`src/rtl/dds_voice_pkg.sv`:
```
// Shared definitions for the single-voice DDS tone generator.
// Holds the envelope state encoding and the PCM/envelope rail values.
package dds_voice_pkg;

  typedef enum logic [2:0] {
    S_IDLE    = 3'd0,
    S_LOAD0   = 3'd1,
    S_LOAD1   = 3'd2,
    S_ATTACK  = 3'd3,
    S_SUSTAIN = 3'd4,
    S_RELEASE = 3'd5
  } state_t;

  localparam logic [7:0] PCM_MID = 8'd128;
  localparam logic [7:0] ENV_MAX = 8'd255;

endpackage

```
`src/rtl/dds_voice_pwm_dac.sv`:
```
// 1-bit PWM DAC: a free-running 8-bit counter is compared against the PCM
// sample, giving a duty cycle of pcm/256 over a 256-clock period.
module pwm_dac (
  input  logic       i_clk,
  input  logic       i_res,
  input  logic [7:0] i_pcm,
  output logic       o_pwm
);

  logic [7:0] cnt_q, cnt_d;
  logic       pwm_q, pwm_d;

  always_comb begin
    cnt_d = cnt_q + 8'd1;
    pwm_d = (cnt_q < i_pcm);
  end

  always_ff @(posedge i_clk) begin
    if (i_res) begin
      cnt_q <= '0;
      pwm_q <= 1'b0;
    end else begin
      cnt_q <= cnt_d;
      pwm_q <= pwm_d;
    end
  end

  assign o_pwm = pwm_q;

endmodule

```
`src/rtl/dds_voice.sv`:
```
// Single-voice tone generator: note-table handshake, phase accumulator,
// linear attack/release envelope with volume, 8-bit PCM and PWM outputs.
module dds_voice
  import dds_voice_pkg::*;
#(
  parameter int ACC_W      = 20,
  parameter int SAMPLE_DIV = 85,
  parameter int ATK_STEP   = 4,
  parameter int REL_STEP   = 1
) (
  input  logic        i_clk,
  input  logic        i_res,
  input  logic        i_note_on,
  input  logic        i_note_off,
  input  logic [6:0]  i_noteNum,
  input  logic [3:0]  i_volume,
  output logic [6:0]  o_noteNum,
  input  logic [15:0] i_dds_inc,
  output logic [7:0]  o_pcm,
  output logic        o_pcm_valid,
  output logic        o_busy,
  output logic        o_pwm
);

  localparam int DIV_W = $clog2(SAMPLE_DIV);
  localparam logic [DIV_W-1:0] DIV_LAST = DIV_W'(SAMPLE_DIV - 1);

  state_t             state_q, state_d;
  logic [6:0]         note_q, note_d;
  logic [ACC_W-1:0]   phase_q, phase_d;
  logic [15:0]        inc_q, inc_d;
  logic [7:0]         env_q, env_d;
  logic [DIV_W-1:0]   div_q, div_d;
  logic               pend_q, pend_d;
  logic [7:0]         pcm_q, pcm_d;
  logic               pcm_valid_q, pcm_valid_d;

  logic               tick;
  logic [8:0]         env_sum;
  logic [7:0]         env_up, env_dn;
  logic [11:0]        prod;
  logic [7:0]         amp;

  always_comb begin
    state_d     = state_q;
    note_d      = note_q;
    phase_d     = phase_q;
    inc_d       = inc_q;
    env_d       = env_q;
    pend_d      = pend_q;
    pcm_d       = pcm_q;
    pcm_valid_d = 1'b0;

    tick    = (div_q == DIV_LAST);
    div_d   = tick ? '0 : div_q + 1'b1;
    env_sum = {1'b0, env_q} + 9'(ATK_STEP);
    env_up  = env_sum[8] ? ENV_MAX : env_sum[7:0];
    env_dn  = (env_q > 8'(REL_STEP)) ? env_q - 8'(REL_STEP) : 8'd0;
    prod    = 12'(env_q) * 12'(i_volume);
    amp     = 8'(prod >> 5);

    // The sample is taken from phase/env before this tick's own update.
    if (tick) begin
      pcm_valid_d = 1'b1;
      if (state_q == S_IDLE)          pcm_d = PCM_MID;
      else if (phase_q[ACC_W-1])      pcm_d = PCM_MID + amp;
      else                            pcm_d = PCM_MID - amp;
    end

    if (i_note_on) begin
      note_d  = i_noteNum;
      phase_d = '0;
      pend_d  = 1'b0;
      state_d = S_LOAD0;
    end else begin
      if (tick && (state_q == S_ATTACK || state_q == S_SUSTAIN || state_q == S_RELEASE))
        phase_d = phase_q + ACC_W'(inc_q);
      case (state_q)
        S_LOAD0: begin
          state_d = S_LOAD1;
          if (i_note_off) pend_d = 1'b1;
        end
        S_LOAD1: begin
          inc_d   = i_dds_inc;
          state_d = (pend_q || i_note_off) ? S_RELEASE : S_ATTACK;
          pend_d  = 1'b0;
        end
        S_ATTACK: begin
          if (tick) begin
            env_d = env_up;
            if (env_up == ENV_MAX) state_d = S_SUSTAIN;
          end
          if (i_note_off) state_d = S_RELEASE;
        end
        S_SUSTAIN: begin
          if (i_note_off) state_d = S_RELEASE;
        end
        S_RELEASE: begin
          if (tick) begin
            env_d = env_dn;
            if (env_dn == 8'd0) state_d = S_IDLE;
          end
        end
        default: state_d = S_IDLE;
      endcase
    end
  end

  always_ff @(posedge i_clk) begin
    if (i_res) begin
      state_q     <= S_IDLE;
      note_q      <= '0;
      phase_q     <= '0;
      inc_q       <= '0;
      env_q       <= '0;
      div_q       <= '0;
      pend_q      <= 1'b0;
      pcm_q       <= PCM_MID;
      pcm_valid_q <= 1'b0;
    end else begin
      state_q     <= state_d;
      note_q      <= note_d;
      phase_q     <= phase_d;
      inc_q       <= inc_d;
      env_q       <= env_d;
      div_q       <= div_d;
      pend_q      <= pend_d;
      pcm_q       <= pcm_d;
      pcm_valid_q <= pcm_valid_d;
    end
  end

  pwm_dac u_pwm_dac (
    .i_clk (i_clk),
    .i_res (i_res),
    .i_pcm (pcm_q),
    .o_pwm (o_pwm)
  );

  assign o_noteNum   = note_q;
  assign o_pcm       = pcm_q;
  assign o_pcm_valid = pcm_valid_q;
  assign o_busy      = (state_q != S_IDLE);

endmodule

```
`config.mk`:
```
export PLATFORM = sky130hd
export DESIGN_NAME = dds_voice
export DESIGN_NICKNAME = d
export VERILOG_FILES = /design/src/rtl/dds_voice_pkg.sv /design/src/rtl/dds_voice_pwm_dac.sv /design/src/rtl/dds_voice.sv
export SDC_FILE = /design/constraint.sdc
export NUM_CORES = 1
export LEC_CHECK = 0
export BUFFER_PORTS_ARGS = -buffer_cell sky130_fd_sc_hd__buf_2
export CAP_MARGIN = 40
export CORE_MARGIN = 2
export CORE_UTILIZATION = 40
export DETAILED_ROUTE_END_ITERATION = 8
export GPL_ROUTABILITY_DRIVEN = 0
export GPL_TIMING_DRIVEN = 0
export PLACE_DENSITY = 0.7
export RECOVER_POWER = 25
export SYNTH_ARGS = -nofsm -noshare
export SYNTH_HDL_FRONTEND = slang
export SYNTH_SLANG_ARGS = --single-unit
```
`constraint.sdc`:
```
create_clock -name i_clk -period 3.57 [get_ports i_clk]
set_clock_uncertainty 0.05 [all_clocks]
set_input_delay 0.1785 -clock i_clk [delete_from_list [all_inputs] [get_ports i_clk]]
set_output_delay 0.1785 -clock i_clk [all_outputs]
set_load 0.02 [all_outputs]
```
==> impl_metrics.toml, run 1 <==
[worst_hold_path]
hold_path.startpoint = "i_noteNum[3]"
hold_class = "primary input to flop"
holdPathEnd = "o_noteNum[3]"
hold_path_depth = 3

[synth]
avgSynthCellArea_sq_um = 8.36
synthTopCellsByCount = "dfxtp_1 (80), nand2_1 (77), nor2_1 (56)"
synth_fa_ha_area_frac = 0.148
yosysMostFrequentCell = "dfxtp_1"
synth_cell_type_count = 73
synth_edf_count = 0
synthArstFlopShare = 0
synth_top_area_frac = 0.295
ys_seq_elements = 80
syn_nets = 737
synth_mux_area_frac = 0.0242
synth_top_cell_by_area = "dfxtp_1"
ys.flop_type = "dfxtp_1"
yosysWarnings = 0
syn_area_sq_mm = 0.00542
synth.area.top_cells = "dfxtp_1 (30%), ha_1 (10%), nand2_1 (5.3%)"
ys_seq_area_frac = 0.295
synth-compound-area-share = 0.186
synth-xor-area-share = 0.0644
netlist_instances = 649
yosys.area_share.simple = 0.209
synth_top_family_by_area = "simple AND/OR/NAND/NOR gates"

[routing]
wire_per_inst_microns = 13.4
ant_nets = 0
routed_wl_mm = 12.2
dr.first_iter.drc_count = 192
num_vias = 4684
drc = 0
firstDrtPassIters = 4
via_per_inst = 5.14

[grt]
grt_util_met1 = 0.231
grt_overflow_total = 0
grt_pass1_wl_mm = 20.2
antenna_found_initial = 0
grt_usage = 0.172
use_met2 = 0.278
grt_pass1_vias = 4348
busiest_layer = "met2"
grt_max_degree = 17
grt_util_met3 = 0.0311

[die]
die_height_microns = 120
ios = 49
die-area_sq_mm = 0.0145
die_w_microns = 120
initial_core_util = 0.409
rows = 42
coreArea_sq_mm = 0.0132

[timing]
tns_ns = 0
finalCritPeriodShare = 0.993
final-hold-violation-count = 0
worst_slew_pin_slew_ns = 0.619
fmax_ghz = 0.282
setup-violations-final = 0
period_needed_ns = 3.54
max_slew_margin = 0.587
rsz0062_at_grt = "true"
drv_slew = 0
finalWorstSetupSlack_ns = 0.0261

[place]
dp_slack_ns = -0.230
port_buffers = 46
dpl.hpwl_mm = 8.69
place_area_sq_mm = 0.00589

[final_layout]
drive_gt1_frac = 0.186
antenna_cells = 0
area_delta_synth_final_pct = 20.1
finalInstanceArea_sq_mm = 0.00651
nets = 819

[power_and_ir_drop]
p_leak_nw = 2.77
ir_drop_mv = 0.241
power_density_mw_per_mm2 = 312

[flow_run]
drv_cap = 0

[critical_path]
worstSetupStartpointType = "flop"
worstPathMaxFanout = 5
arrival_ns = 3.72
critPathCaptureType = "flop"
timing.rr.end = "o_pcm[7]"
r2r_cells = 15
rrSetupSlack_ns = 0.03
critical_path_class = "flop to flop"
crit_required_ns = 3.75
reg2reg_from = "env_q[4]"

[status]
status = "finished clean"

[clocking]
cts_made_buffers = 9
htree_num_levels = 3
tritoncts = "done"
clock-sinks = 80
clock_latency_ns = 0.34
clockBufferDepth = 2
clk_pin_slew_ns = 0.06
cts_root_buf = "clkbuf_16"
postCtsHoldBufs = 0
-- worst max path at each step --
| stage | startpoint | to | slack, ns | cells past startpoint |
|---|---|---|---|---|
| 4_1_cts | env_q[1] | o_pcm[7] | 0.01 | 14 |
| 6_report | env_q[4] | o_pcm[7] | 0.03 | 15 |
| 2_1_floorplan | env_q[4] | o_pcm[7] | 0.07 | 15 |
| 3_3_place_gp | env_q[4] | o_pcm[7] | -0.20 | 16 |
| 3_5_place_dp | env_q[4] | o_pcm[7] | -0.23 | 16 |
| 5_1_grt | env_q[4] | o_pcm[7] | -0.17 | 15 |
-- routing by layer --
layer | share of wire | wire (microns)
met1 | 0.48 | 5870
met3 | 0.034 | 413
met5 | 0 | 0
met4 | 0.020 | 246
met2 | 0.46 | 5660
-- kinds of logic after synthesis --
logic type	Yosys count
XOR/XNOR	39
multiplexers	13
adder cells (fa/ha/maj)	57
AND/OR/NAND/NOR	234
AO/OA/AOI/OAI	149
buffers and inverters	77
flip-flops	80
-- report_power, final --
part	switching (W)	total, W	leakage, nW	internal (W)
sequential	0.0000105	0.000916	0.652	0.000905
combinational	0.0000710	0.000120	1.96	0.0000490
clock	0.000382	0.000999	0.153	0.000616
-- metrics by stage --
stage                     power (W)  hold slack (ns)  instances   util
after global placement      0.00106            0.363        871  0.445
final                       0.00203           0.0217        912  0.492
after global routing        0.00211           0.0254        912  0.492
after CTS                   0.00207           0.0116        889  0.476
after floorplan             0.00101            0.264        649      -
after detailed placement    0.00106            0.376        871  0.445
-- critical path, cell delays in order (launching register included) --
cell      delay, ns
dfxtp_2        0.33
buf_6          0.12
and2_4         0.13
fa_1           0.53
inv_2          0.04
fa_1           0.48
inv_2          0.05
ha_4           0.25
nand4_1        0.12
o22a_1         0.22
o22ai_4        0.19
nor2_4         0.07
o21bai_1       0.17
xor2_1         0.30
nor3b_2        0.08
o32a_1         0.29
-- final cells by class --
class                   count  area [sq um]
repair buffers             74           427
plain buffers              28           204
inverters                  46           173
fillers                  1271          6730
well taps                 176           220
multi-input cells         492          3550
clock buffers              10           229
flip-flops and latches     80          1620
clock inverters             6          90.1
-- cells in the final DEF (no fill, tap or decap), drive strengths merged, types with 8 or more instances in the layout --
cell type and instances:
dfxtp 80, nor2b 8, fa 12, clkbuf 37
xor2 16, nor3 8, and2 24, a21o 15
o21ai 25, mux2i 12, xnor2 23, and3 9
a21oi 48, nand3 19, ha 45, o22ai 8
inv 48, nor2 58, nand2 78, buf 73
-- repair_timing --
action,4_1_cts,5_1_grt
endpoints found under the setup margin,6,7
cloned,0,1
pin swaps,13,27
resized for setup,13,27
setup buffers,4,23
-- state kept, by name, summed over array words and instances (netlist names) --
name             flops
pend_q               1
inc_q               16
u_pwm_dac.cnt_q      8
div_q                7
o_pcm                8
state_q              3
o_noteNum            7
env_q                8
o_pcm_valid          1
u_pwm_dac.o_pwm      1
phase_q             20
Note: power is estimated with default switching activity, not from simulation.
==> inputs of run 2 (changes only) <==
--- a/config.mk
+++ b/config.mk
@@ -7,13 +7,13 @@
 export LEC_CHECK = 0
 export BUFFER_PORTS_ARGS = -buffer_cell sky130_fd_sc_hd__buf_2
 export CAP_MARGIN = 40
-export CORE_MARGIN = 2
 export CORE_UTILIZATION = 40
 export DETAILED_ROUTE_END_ITERATION = 8
 export GPL_ROUTABILITY_DRIVEN = 0
 export GPL_TIMING_DRIVEN = 0
 export PLACE_DENSITY = 0.7
 export RECOVER_POWER = 25
+export REMOVE_ABC_BUFFERS = 1
 export SYNTH_ARGS = -nofsm -noshare
 export SYNTH_HDL_FRONTEND = slang
 export SYNTH_SLANG_ARGS = --single-unit
==> run 2 against run 1 <==
  * Utilization is 2.1 points lower
  * Worst setup slack better by 0.11 ns
  * Critical path depth is 1 lower
  * Critical path type unchanged
==> impl_metrics.toml, run 2 (synthesis results as in run 1) <==
[clocking]
cts_made_buffers = 9
tritoncts = "done"
postCtsHoldBufs = 0
clk_pin_slew_ns = 0.07
clock_latency_ns = 0.35
htree_num_levels = 3
clockBufferDepth = 2
clock-sinks = 80
cts_root_buf = "clkbuf_16"

[routing]
wire_per_inst_microns = 12.9
via_per_inst = 5.11
wl_met1_mm = 5.66
firstDrtPassIters = 5
num_vias = 4472
routed.top_layer = "met4"
drc = 0
wl_met3_microns = 294
route.met2.wl_mm = 5.22
routed_wl_mm = 11.3
dr.first_iter.drc_count = 238
ant_nets = 0

[final_layout]
antenna_cells = 0
multi_input_area_sq_mm = 0.00355
biggestRegsByFlops = "phase_q: 20 flops, inc_q: 16 flops"
fillers = 1308
layout_common_cells = "nand2_1 (77), dfxtp_1 (73), nor2_1 (56)"
regMostFlops = "phase_q"
drive_gt1_frac = 0.164
nets = 783
fin_cells = 876
area_delta_synth_final_pct = 15.1
final_common_cell = "nand2_1"
largest_register_ffs = 20
seq_area_sq_mm = 0.00162

[critical_path]
crit_family = "adder cells"
worstSetupStartpointType = "flop"
crit_required_ns = 3.76
critical_path_class = "flop to flop"
arrival_ns = 3.63
critPathCaptureType = "flop"
cp.buffers_inverters = 2
crit_chain = "and2_4, fa_1, inv_2, fa_1, inv_2, ha_4, nand4_1, o22a_1, o22ai_4, nor2_4, o211ai_2, xor2_2, nor3b_2, o32a_1"
slowest_delay_ns = 0.55
worstPathMaxFanout = 7
crit_slowest_cell = "fa_1"

[grt]
grt_usage = 0.169
grt_max_degree = 36
grt_overflow_total = 0
grt_pass1_wl_mm = 19.4
grt_pass1_vias = 4178
antenna_found_initial = 0

[power_and_ir_drop]
p_comb_frac = 0.056
ir_drop_mv = 0.237
p_leak_nw = 2.61
power.share.switching = 0.244
p_int_w = 0.00150
power_density_mw_per_mm2 = 318
clkPwrFrac = 0.481
power_switching_w = 0.000483
total_power_w = 0.00198
p_seq_frac = 0.463

[timing]
max_slew_margin = 0.462
worst_slew_pin_slew_ns = 0.806
finalWorstSetupSlack_ns = 0.132
drv_slew = 0
fmax_ghz = 0.291
finalCritPeriodShare = 0.963
setup-violations-final = 0
rsz0062_at_grt = "true"
final-hold-violation-count = 0
period_needed_ns = 3.44
tns_ns = 0

[place]
dp_cells = 844
dpl.hpwl_mm = 7.82
port_buffers = 48
dp_slack_ns = -0.237

[flow_run]
drv_cap = 0

[status]
status = "finished clean"

[die]
rows = 42
coreArea_sq_mm = 0.0132
initial_core_util = 0.409
ios = 49
die-area_sq_mm = 0.0140
die_w_microns = 118
die_height_microns = 118

[worst_hold_path]
hold_class = "primary input to flop"
## run 2: what timing repair did
action / 4_1_cts / 5_1_grt
setup buffers: 3 / 13
endpoints found under the setup margin: 6 / 7
pin swaps: 6 / 21
resized for setup: 15 / 21
## run 2: worst min-delay path, cell delays in order
cell and delay (ns):
buf_2 0.10, nand2_1 0.04, a21oi_1 0.05
## run 2: layout make-up
type | instances | share of cell area
flip-flops and latches | 80 | 0.260
clock buffers | 9 | 0.0361
repair buffers | 66 | 0.0598
clock inverters | 7 | 0.0126
multi-input cells | 492 | 0.568
well taps | 176 | 0.0353
inverters | 46 | 0.0277
## run 2: routing by layer
metal	track usage	vias up
met5	0	-
met4	0.0530	0
met3	0.0319	12
met2	0.274	71
met1	0.226	2064
li1	-	2325
## run 2: power by group through the flow
stage,logic (W),clock network [W],registers (W)
final,0.000112,0.000952,0.000918
after global routing,0.000126,0.00101,0.000920
after CTS,0.000115,0.000978,0.000921
after detailed placement,0.000114,0,0.000941
after global placement,0.000111,0,0.000941
after floorplan,0.0000552,0,0.000945
## run 2: metrics by stage
step / instance area, sq um / util / hold WS (ns)
2_1_floorplan: 5200 / - / 0.195
3_3_place_gp: 5660 / 0.427 / 0.360
3_5_place_dp: 5690 / 0.430 / 0.376
4_1_cts: 6080 / 0.459 / 0.00253
5_1_grt: 6240 / 0.471 / 0.00898
6_report: 6240 / 0.471 / 0.00917
## run 2: final timing paths
| check | depth (start not counted) | endpoint | start | slack (ns) |
|---|---|---|---|---|
| setup / recovery | 14 | o_pcm[7] | env_q[3] | 0.13 |
| hold / removal | 3 | inc_q[0] | i_dds_inc[0] | 0.009 |
| hold reg to reg | 2 | phase_q[15] | phase_q[15] | 0.41 |
| setup reg to reg | 14 | o_pcm[7] | env_q[3] | 0.13 |
